## src/rtl/keypad_scan_pkg.sv

```systemverilog
// Shared calculator keypad constants, scan-state type and small helpers.
package keypad_scan_pkg;

  localparam int unsigned KEY_W = 5;

  localparam logic [KEY_W-1:0] KEY_0    = 5'h00;
  localparam logic [KEY_W-1:0] KEY_1    = 5'h01;
  localparam logic [KEY_W-1:0] KEY_2    = 5'h02;
  localparam logic [KEY_W-1:0] KEY_3    = 5'h03;
  localparam logic [KEY_W-1:0] KEY_4    = 5'h04;
  localparam logic [KEY_W-1:0] KEY_5    = 5'h05;
  localparam logic [KEY_W-1:0] KEY_6    = 5'h06;
  localparam logic [KEY_W-1:0] KEY_7    = 5'h07;
  localparam logic [KEY_W-1:0] KEY_8    = 5'h08;
  localparam logic [KEY_W-1:0] KEY_9    = 5'h09;
  localparam logic [KEY_W-1:0] KEY_A    = 5'h0A;
  localparam logic [KEY_W-1:0] KEY_B    = 5'h0B;
  localparam logic [KEY_W-1:0] KEY_C    = 5'h0C;
  localparam logic [KEY_W-1:0] KEY_D    = 5'h0D;
  localparam logic [KEY_W-1:0] KEY_E    = 5'h0E;
  localparam logic [KEY_W-1:0] KEY_F    = 5'h0F;
  localparam logic [KEY_W-1:0] KEY_NONE = 5'h10;

  typedef enum logic [1:0] {
    SCAN     = 2'd0,
    DEBOUNCE = 2'd1,
    HELD     = 2'd2,
    RELEASE  = 2'd3
  } scan_state_t;

  // Active-low one-hot column drive for a column index.
  function automatic logic [3:0] col_drive(input logic [1:0] idx);
    return ~(4'b0001 << idx);
  endfunction

  // Lowest-index low row; only meaningful when at least one row is low.
  function automatic logic [1:0] low_row(input logic [3:0] rows);
    if (!rows[0])      return 2'd0;
    else if (!rows[1]) return 2'd1;
    else if (!rows[2]) return 2'd2;
    else               return 2'd3;
  endfunction

endpackage

```

## src/rtl/keypad_scan_if.sv

```systemverilog
// Keypad scanner signal bundle; key_strobe exists only with KEYPAD_STROBE_EN.
interface keypad_scan_if;
  import keypad_scan_pkg::*;

  logic [3:0]       row_in;
  logic [3:0]       col_out;
  logic [KEY_W-1:0] key;
`ifdef KEYPAD_STROBE_EN
  logic             key_strobe;
`endif

`ifdef KEYPAD_STROBE_EN
  modport master (input row_in, output col_out, output key, output key_strobe);
  modport slave  (output row_in, input col_out, input key, input key_strobe);
`else
  modport master (input row_in, output col_out, output key);
  modport slave  (output row_in, input col_out, input key);
`endif
endinterface

```

## src/rtl/keypad_scan_tick_gen.sv

```systemverilog
// Free-running divider producing a registered 1-cycle tick every CLK_DIV clocks.
module scan_tick_gen #(
  parameter int unsigned CLK_DIV = 1000
) (
  input  logic clk,
  input  logic rst,
  output logic tick
);
  localparam int unsigned CW = (CLK_DIV > 1) ? $clog2(CLK_DIV) : 1;
  localparam logic [CW-1:0] DIV_LAST = CW'(CLK_DIV - 1);

  logic [CW-1:0] div_cnt;

  always_ff @(posedge clk or posedge rst) begin
    if (rst) begin
      div_cnt <= '0;
      tick    <= 1'b0;
    end else if (div_cnt == DIV_LAST) begin
      div_cnt <= '0;
      tick    <= 1'b1;
    end else begin
      div_cnt <= div_cnt + CW'(1);
      tick    <= 1'b0;
    end
  end
endmodule

```

## src/rtl/keypad_scan.sv

```systemverilog
// 4x4 keypad scanner with debounce; optional key_strobe under KEYPAD_STROBE_EN.
module keypad_scan
  import keypad_scan_pkg::*;
#(
  parameter int unsigned CLK_DIV        = 1000,
  parameter int unsigned DEBOUNCE_TICKS = 16
) (
  input  logic          clk,
  input  logic          rst,
  keypad_scan_if.master kp
);
  localparam int unsigned CNT_W = $clog2(DEBOUNCE_TICKS + 1);
  localparam logic [CNT_W-1:0] CNT_LAST = CNT_W'(DEBOUNCE_TICKS - 1);

  logic             tick;
  logic [3:0]       sync1, sync2;
  scan_state_t      state;
  logic [1:0]       col_idx;
  logic [1:0]       row_cap;
  logic [CNT_W-1:0] cnt;
  logic [3:0]       col_q;
  logic [KEY_W-1:0] key_q;
  logic             row_low;
`ifdef KEYPAD_STROBE_EN
  logic             strobe_q;
`endif

  scan_tick_gen #(.CLK_DIV(CLK_DIV)) u_tick (
    .clk  (clk),
    .rst  (rst),
    .tick (tick)
  );

  // Rows are asynchronous to clk; two flops before anything looks at them.
  always_ff @(posedge clk or posedge rst) begin
    if (rst) begin
      sync1 <= 4'b1111;
      sync2 <= 4'b1111;
    end else begin
      sync1 <= kp.row_in;
      sync2 <= sync1;
    end
  end

  assign row_low = ~sync2[row_cap];

  always_ff @(posedge clk or posedge rst) begin
    if (rst) begin
      state    <= SCAN;
      col_idx  <= 2'd0;
      col_q    <= 4'b1110;
      row_cap  <= 2'd0;
      cnt      <= '0;
      key_q    <= KEY_NONE;
`ifdef KEYPAD_STROBE_EN
      strobe_q <= 1'b0;
`endif
    end else begin
`ifdef KEYPAD_STROBE_EN
      strobe_q <= 1'b0;
`endif
      if (tick) begin
        case (state)
          SCAN: begin
            if (&sync2) begin
              col_idx <= col_idx + 2'd1;
              col_q   <= col_drive(col_idx + 2'd1);
            end else begin
              row_cap <= low_row(sync2);
              cnt     <= '0;
              state   <= DEBOUNCE;
            end
          end
          DEBOUNCE: begin
            if (row_low) begin
              if (cnt == CNT_LAST) begin
                key_q <= {1'b0, row_cap, col_idx};
                state <= HELD;
`ifdef KEYPAD_STROBE_EN
                strobe_q <= 1'b1;
`endif
              end else begin
                cnt <= cnt + CNT_W'(1);
              end
            end else begin
              state   <= SCAN;
              col_idx <= col_idx + 2'd1;
              col_q   <= col_drive(col_idx + 2'd1);
            end
          end
          HELD: begin
            // Only the captured row matters; other keys cannot change the code.
            if (!row_low) begin
              cnt   <= '0;
              state <= RELEASE;
            end
          end
          RELEASE: begin
            if (!row_low) begin
              if (cnt == CNT_LAST) begin
                key_q   <= KEY_NONE;
                state   <= SCAN;
                col_idx <= col_idx + 2'd1;
                col_q   <= col_drive(col_idx + 2'd1);
              end else begin
                cnt <= cnt + CNT_W'(1);
              end
            end else begin
              state <= HELD;
            end
          end
          default: state <= SCAN;
        endcase
      end
    end
  end

  assign kp.col_out = col_q;
  assign kp.key     = key_q;
`ifdef KEYPAD_STROBE_EN
  assign kp.key_strobe = strobe_q;
`endif

endmodule

```

## src/flat_wrapper.sv

```systemverilog
// flat-port wrapper written by rule: the top's interface ports become plain ports
module keypad_scan_flat import keypad_scan_pkg::*;
#(
  parameter int unsigned CLK_DIV        = 1000,
  parameter int unsigned DEBOUNCE_TICKS = 16
)
  (clk, rst, kp_row_in, kp_col_out, kp_key);
  keypad_scan_if kp_i ();
  input  logic clk;
  input  logic rst;
  input wire logic [$bits(kp_i.row_in)-1:0] kp_row_in;
  output wire logic [$bits(kp_i.col_out)-1:0] kp_col_out;
  output wire logic [$bits(kp_i.key)-1:0] kp_key;
  assign kp_i.row_in = kp_row_in;
  assign kp_col_out = kp_i.col_out;
  assign kp_key = kp_i.key;
  keypad_scan #(.CLK_DIV(CLK_DIV), .DEBOUNCE_TICKS(DEBOUNCE_TICKS)) u_core (.clk(clk), .rst(rst), .kp(kp_i));
endmodule
```

## config.mk

```make
export PLATFORM = sky130hd
export DESIGN_NAME = keypad_scan_flat
export DESIGN_NICKNAME = d
export VERILOG_FILES = /design/src/rtl/keypad_scan_pkg.sv /design/src/rtl/keypad_scan_if.sv /design/src/rtl/keypad_scan_tick_gen.sv /design/src/rtl/keypad_scan.sv /design/src/flat_wrapper.sv
export SDC_FILE = /design/constraint.sdc
export NUM_CORES = 1
export LEC_CHECK = 0
export ABC_CLOCK_PERIOD_IN_PS = 3100
export CAP_MARGIN = 0
export CORE_ASPECT_RATIO = 1.25
export CORE_MARGIN = 4
export CORE_UTILIZATION = 55
export CTS_CLUSTER_SIZE = 28
export DETAILED_ROUTE_END_ITERATION = 7
export GPL_ROUTABILITY_DRIVEN = 0
export PLACE_DENSITY = 0.74
export SYNTH_ARGS = -nofsm -noshare
export SYNTH_HDL_FRONTEND = slang
export SYNTH_SLANG_ARGS = --single-unit
```

## constraint.sdc

```tcl
create_clock -name clk -period 3.1 [get_ports clk]
set_input_delay 0.62 -clock clk [delete_from_list [all_inputs] [get_ports clk]]
set_output_delay 0.62 -clock clk [all_outputs]
set_load 0.05 [all_outputs]
```

Yosys cells after proc, flatten, opt, wreduce, memory -nomap -nowiden
Index checks and enable logic that the tools add are counted.
Widths: inputs -> output; s select.
{"block": "word_totals", "ff_bits": 39, "out_inout_bits": 9, "wordCells": 76}
{"block": "classes", "add_sub_neg": 3, "order_cmp": 1, "n_eq_ne": 15, "n_shift": 1, "muxes": 35, "bitwise_logic": 2, "reduce_logical": 9}
{"cell": "$mux 5", "count": 9}
{"cell": "$mux 2", "count": 12}
{"cell": "$pmux 5 s4", "count": 1}
{"cell": "$mux 4", "count": 4}
{"cell": "$ne 2x1->1 const B", "count": 6}
{"cell": "$pmux 4 s3", "count": 1}
{"cell": "$reduce_and 6->1", "count": 2}
{"cell": "$add 10x1->10 const B", "count": 1}
{"cell": "$eq 10x10->1 const B", "count": 1}
{"cell": "$mux 10", "count": 1}
{"cell": "$pmux 5 s2", "count": 1}
{"cell": "$reduce_and 5->1", "count": 2}
{"cell": "$pmux 2 s4", "count": 1}
{"cell": "$pmux 2 s3", "count": 1}
{"cell": "$add 5x1->5 const B", "count": 1}
{"cell": "$eq 5x4->1 const B", "count": 1}
{"cell": "$eq 2x2->1 const B", "count": 2}
{"cell": "$ne 2x2->1 const B", "count": 2}
{"cell": "$not 4->4", "count": 1}
{"cell": "$reduce_and 4->1", "count": 1}
{"cell": "$shl 1x2->4 const A", "count": 1}
{"cell": "$lt 2x3->1 const B", "count": 1}
{"cell": "$mux 1", "count": 3}
{"cell": "$ne 3x1->1 const B", "count": 1}
{"cell": "other kinds (9)", "count": 9}

Longest topological paths before layout
{"block": "logic_depth", "depth_word": 6, "depth_mapped": 7, "ltp_nobuf": 7}

Hierarchy
Synthesis repeated with hierarchy kept, for this count alone.
{"block": "hier_totals", "hier_cells": 176, "hier_area_um2": 1859.3}
{"mod": "keypad_scan", "instances": 1, "cells_per_inst": 128, "area_each_um2": 1346.3, "seq_area_each_um2": 715.7}
{"mod": "scan_tick_gen", "instances": 1, "cells_per_inst": 48, "area_each_um2": 513.0, "seq_area_each_um2": 275.3}

Worst setup path after synthesis
Ideal clock, no wire load.
{"block": "synth_path", "path_type": "reg-to-reg", "startpoint": "register u_core.cnt[0]", "endpoint": "register u_core.cnt[0]", "setup_time_ps": 125, "arrival_ps": 1993, "t_required_ps": 2975, "setup_slack_ps": 982, "stages_incl_launch_ff": 8, "path_buffers": 0, "period_less_slack_ps": 2118, "cell_sequence": "dfrtp_1 -> ha_1 -> and3_1 -> ha_1 -> a21boi_0 -> o221ai_1 -> nor3_1 -> mux2_2"}
{"block": "synth_via", "elab_chain_cells": 4, "elab_cells_between_ends": 6}
{"element": "from (decl)", "line": "keypad_scan.sv:20", "rtl": "logic [CNT_W-1:0] cnt;"}
{"element": "from (signal assigned)", "line": "keypad_scan.sv:83", "rtl": "cnt <= cnt + CNT_W'(1);"}
{"element": "from (signal assigned)", "line": "keypad_scan.sv:106", "rtl": "cnt <= cnt + CNT_W'(1);"}
{"element": "$add 5x1->5 or $eq 5x4->1 (tied branches)"}
{"element": "$mux 5 (*)", "line": "keypad_scan.sv:76, keypad_scan.sv:100"}
{"element": "$mux 5, on equally long branches", "line": "keypad_scan.sv:99, keypad_scan.sv:75"}
{"element": "$pmux 5 s4 (*)", "line": "keypad_scan.sv:63", "rtl": "case (state)"}
Every way passes the cells marked *; elsewhere a longest branch is shown, timed or not. The select of a mux whose other input is x is not followed.
A chain may end at the register's enable or synchronous reset.

Worst setup path after layout
Ends and elaborated chain as after synthesis.

==> reports/summary.txt <==
status - completed
CP arrival - 2.53 ns
Async S/R FF share, synth - 100.0%
GRT Overall Usage - 17.88%
main flop type after synthesis - dfrtp_1
layout cells sized above 1 - 16.13%
CP startpoint - u_core.cnt[0]
post-synthesis sequential area ratio - 53.19%
Initial Util - 57.80%
port bufs - 14
skew final - 0.007633 ns
critical path data required time - 3.27 ns
row count - 23
relative slew slack - 42.72%
clock sink count - 39
initial DRC count - 43
P_leak - 0.9050 nW
Area contributors post-synth - dfrtp_1 (36%), dfstp_2 (17%), ha_1 (5.4%)
RSZ-0062 raised after global routing - false
area used by multi-input combinational logic - 815.8 µm²
largest net degree at the start of global routing - 40
Worst-Margin Slew - 0.8527 ns
Yosys Warn Count - 0
Max Cap Viol - 0
Unique masters post-synth - 41
Power Density - 451.8 nW/µm²
most common cell in the netlist - dfrtp_1
largest area contributor in the netlist - dfrtp_1
worst vdd ir - 433.4 µV
XOR/XNOR share of the synthesized area - 3.291%
I/O pin count - 15
startpoint types - register
vias per cell - 5.946
Setup CP Type - reg -> reg
Hold-fix buffers, CTS - 0
total power - 0.9757 mW
Final Hold Fails - 0
Area Overhead vs Synth - 15.92%
Clock Tree Buf Depth - 2
compound-cell area share of the yosys netlist - 12.16%
setup violators final - 0
Post-Layout Cell Count - 223
post-route ant nets - 0
number of global-route vias before repair - 1,346
Die Height - 73.07 µm
Die X - 60.06 µm
die footprint - 4388 µm²
endpoint class of the critical path - register
worst hold slack - 0.3555 ns
first-pass GRT wire length - 5871 µm
fill count - 247
fmax - 0.4248 GHz
setup bufs post-CTS - 0
H-tree depth - 2
clk root buf - clkbuf_8
#FFs+latches synth - 39
Final #Nets - 199
Post-CTS Resized - 0
dpl cells - 215
HP Class - reg -> reg
n_diodes - 0
clock latency on the worst-skew pair - 0.29 ns
Vias - 1,326
Remaining DRCs - 0
Routed wire per std cell - 15.62 µm
fin. max-slew vios - 0
CTS buffer count - 5
Crit Path Max Fanout - 5
Hold Crit Start - u_core.sync1[0]
Syn Nets - 181
largest family of logic cells by synthesized area - simple AND/OR/NAND/NOR gates
number of synthesized flops with an enable pin - 0
Adder-Cell Fraction of Synth Area - 5.373%
commonest cells in the netlist - dfrtp_1 (27), nand2_1 (14), dfstp_2 (12)
CORE AREA - 3223 µm²
crit share post-route - 75.94%
register area - 991.0 µm²
post-synth top area share - 36.27%
Post-Route WL - 3484 µm
Syn Std Cell Area - 1863 µm²
crit path time final - 2.354 ns
Cells after Synth - 167
drt pass-1 iters - 4
GRT overflow - 0
initial antenna violation count - 0
Synth Area per Inst - 11.16 µm²
simple-gate share of the synthesized area - 15.92%
DP HPWL - 2412 µm
Reg clk slew, reported paths - 0.07 ns
multiplexer area fraction after synthesis - 7.052%
setup TNS - 0 ns
clock tree from TritonCTS - yes
RR Startpoint - u_core.cnt[0]
-- routing by layer --
metal,vias to the layer above,track usage [%],part of all wire (%)
met1,654,20.21,42
met2,35,29.93,51
li1,625,-,-
met3,12,5.133,3.4
met4,0,9.360,3.1
met5,-,0,0
-- cell families after synthesis --
| group | after synthesis |
|---|---|
| AOI/OAI and AO/OA | 32 |
| xor gates and xnor gates | 7 |
| adders and majority gates | 8 |
| buffers and inverters | 15 |
| DFF | 39 |
| muxes | 11 |
| and+or+nand+nor | 55 |
-- stage by stage --
stage | util [%] | area, µm² | setup WS, ns
final | 67.00 | 2160 | 0.7458
after global routing | 67.00 | 2160 | 0.6140
after CTS | 67.00 | 2160 | 0.7745
after detailed placement | 63.35 | 2042 | 0.7985
after global placement | 63.35 | 2042 | 0.8804
after floorplan | - | 1863 | 0.9824
-- power breakdown --
part	internal [mW]	switching, mW
sequential	0.518	0.00363
clock	0.260	0.169
combinational	0.00906	0.0151
-- state kept, by name, summed over array words and instances (netlist names), 2 cells and up, named ones only --
signal and count:
u_core.cnt 5, u_core.col_idx 2, u_core.kp.col_out 4, u_core.kp.key 5, u_core.row_cap 2, u_core.sync1 4
u_core.sync2 4, u_core.u_tick.div_cnt 10
-- layout make-up --
cell class              instances  area share, %
clock inverters                 2          1.622
well taps                      37          2.144
inverters                      11          1.912
multi-input cells             113          37.78
clock buffers                   6          3.824
repair buffers                 15          6.837
flip-flops and latches         39          45.89
-- worst paths after layout --
| check | end | slack [ns] | depth (start not counted) |
|---|---|---|---|
| min in group asynchronous | u_core.u_tick.div_cnt[4] | 0.76 | 3 |
| min reg2reg | u_core.sync2[0] | 0.36 | 0 |
| max | u_core.cnt[0] | 0.75 | 7 |
| max in group asynchronous | u_core.sync2[3] | 1.99 | 3 |
| max reg2reg | u_core.cnt[0] | 0.75 | 7 |
| min | u_core.sync2[0] | 0.36 | 0 |
-- cell usage in the layout, fill, tap and decap left out, types with 2 or more instances in the layout --
| master | n |
|---|---|
| ha_1 | 8 |
| nand3b_1 | 2 |
| or3_1 | 2 |
| and3_1 | 3 |
| nand2_1 | 14 |
| nor2_1 | 8 |
| nand3_1 | 6 |
| nand2b_1 | 4 |
| clkdlybuf4s50_1 | 14 |
| dfstp_2 | 12 |
| clkbuf_8 | 6 |
| o21ai_0 | 10 |
| a22o_1 | 2 |
| dfrtp_1 | 27 |
| nor3_1 | 4 |
| xnor2_1 | 4 |
| nor2b_1 | 4 |
| inv_1 | 11 |
| mux2_2 | 3 |
| mux2i_1 | 6 |
| xor2_1 | 3 |
| a22oi_1 | 4 |
| o31ai_1 | 3 |
| nand4_1 | 3 |
| a21oi_1 | 3 |
-- worst max-delay path, stage by stage (launching register included) --
cell	delay, ns
dfrtp_1	0.41
ha_1	0.23
and3_1	0.21
ha_1	0.24
a21boi_0	0.20
o221ai_1	0.25
nor3_1	0.32
mux2_2	0.37
Note: power is estimated with default switching activity, not from simulation.
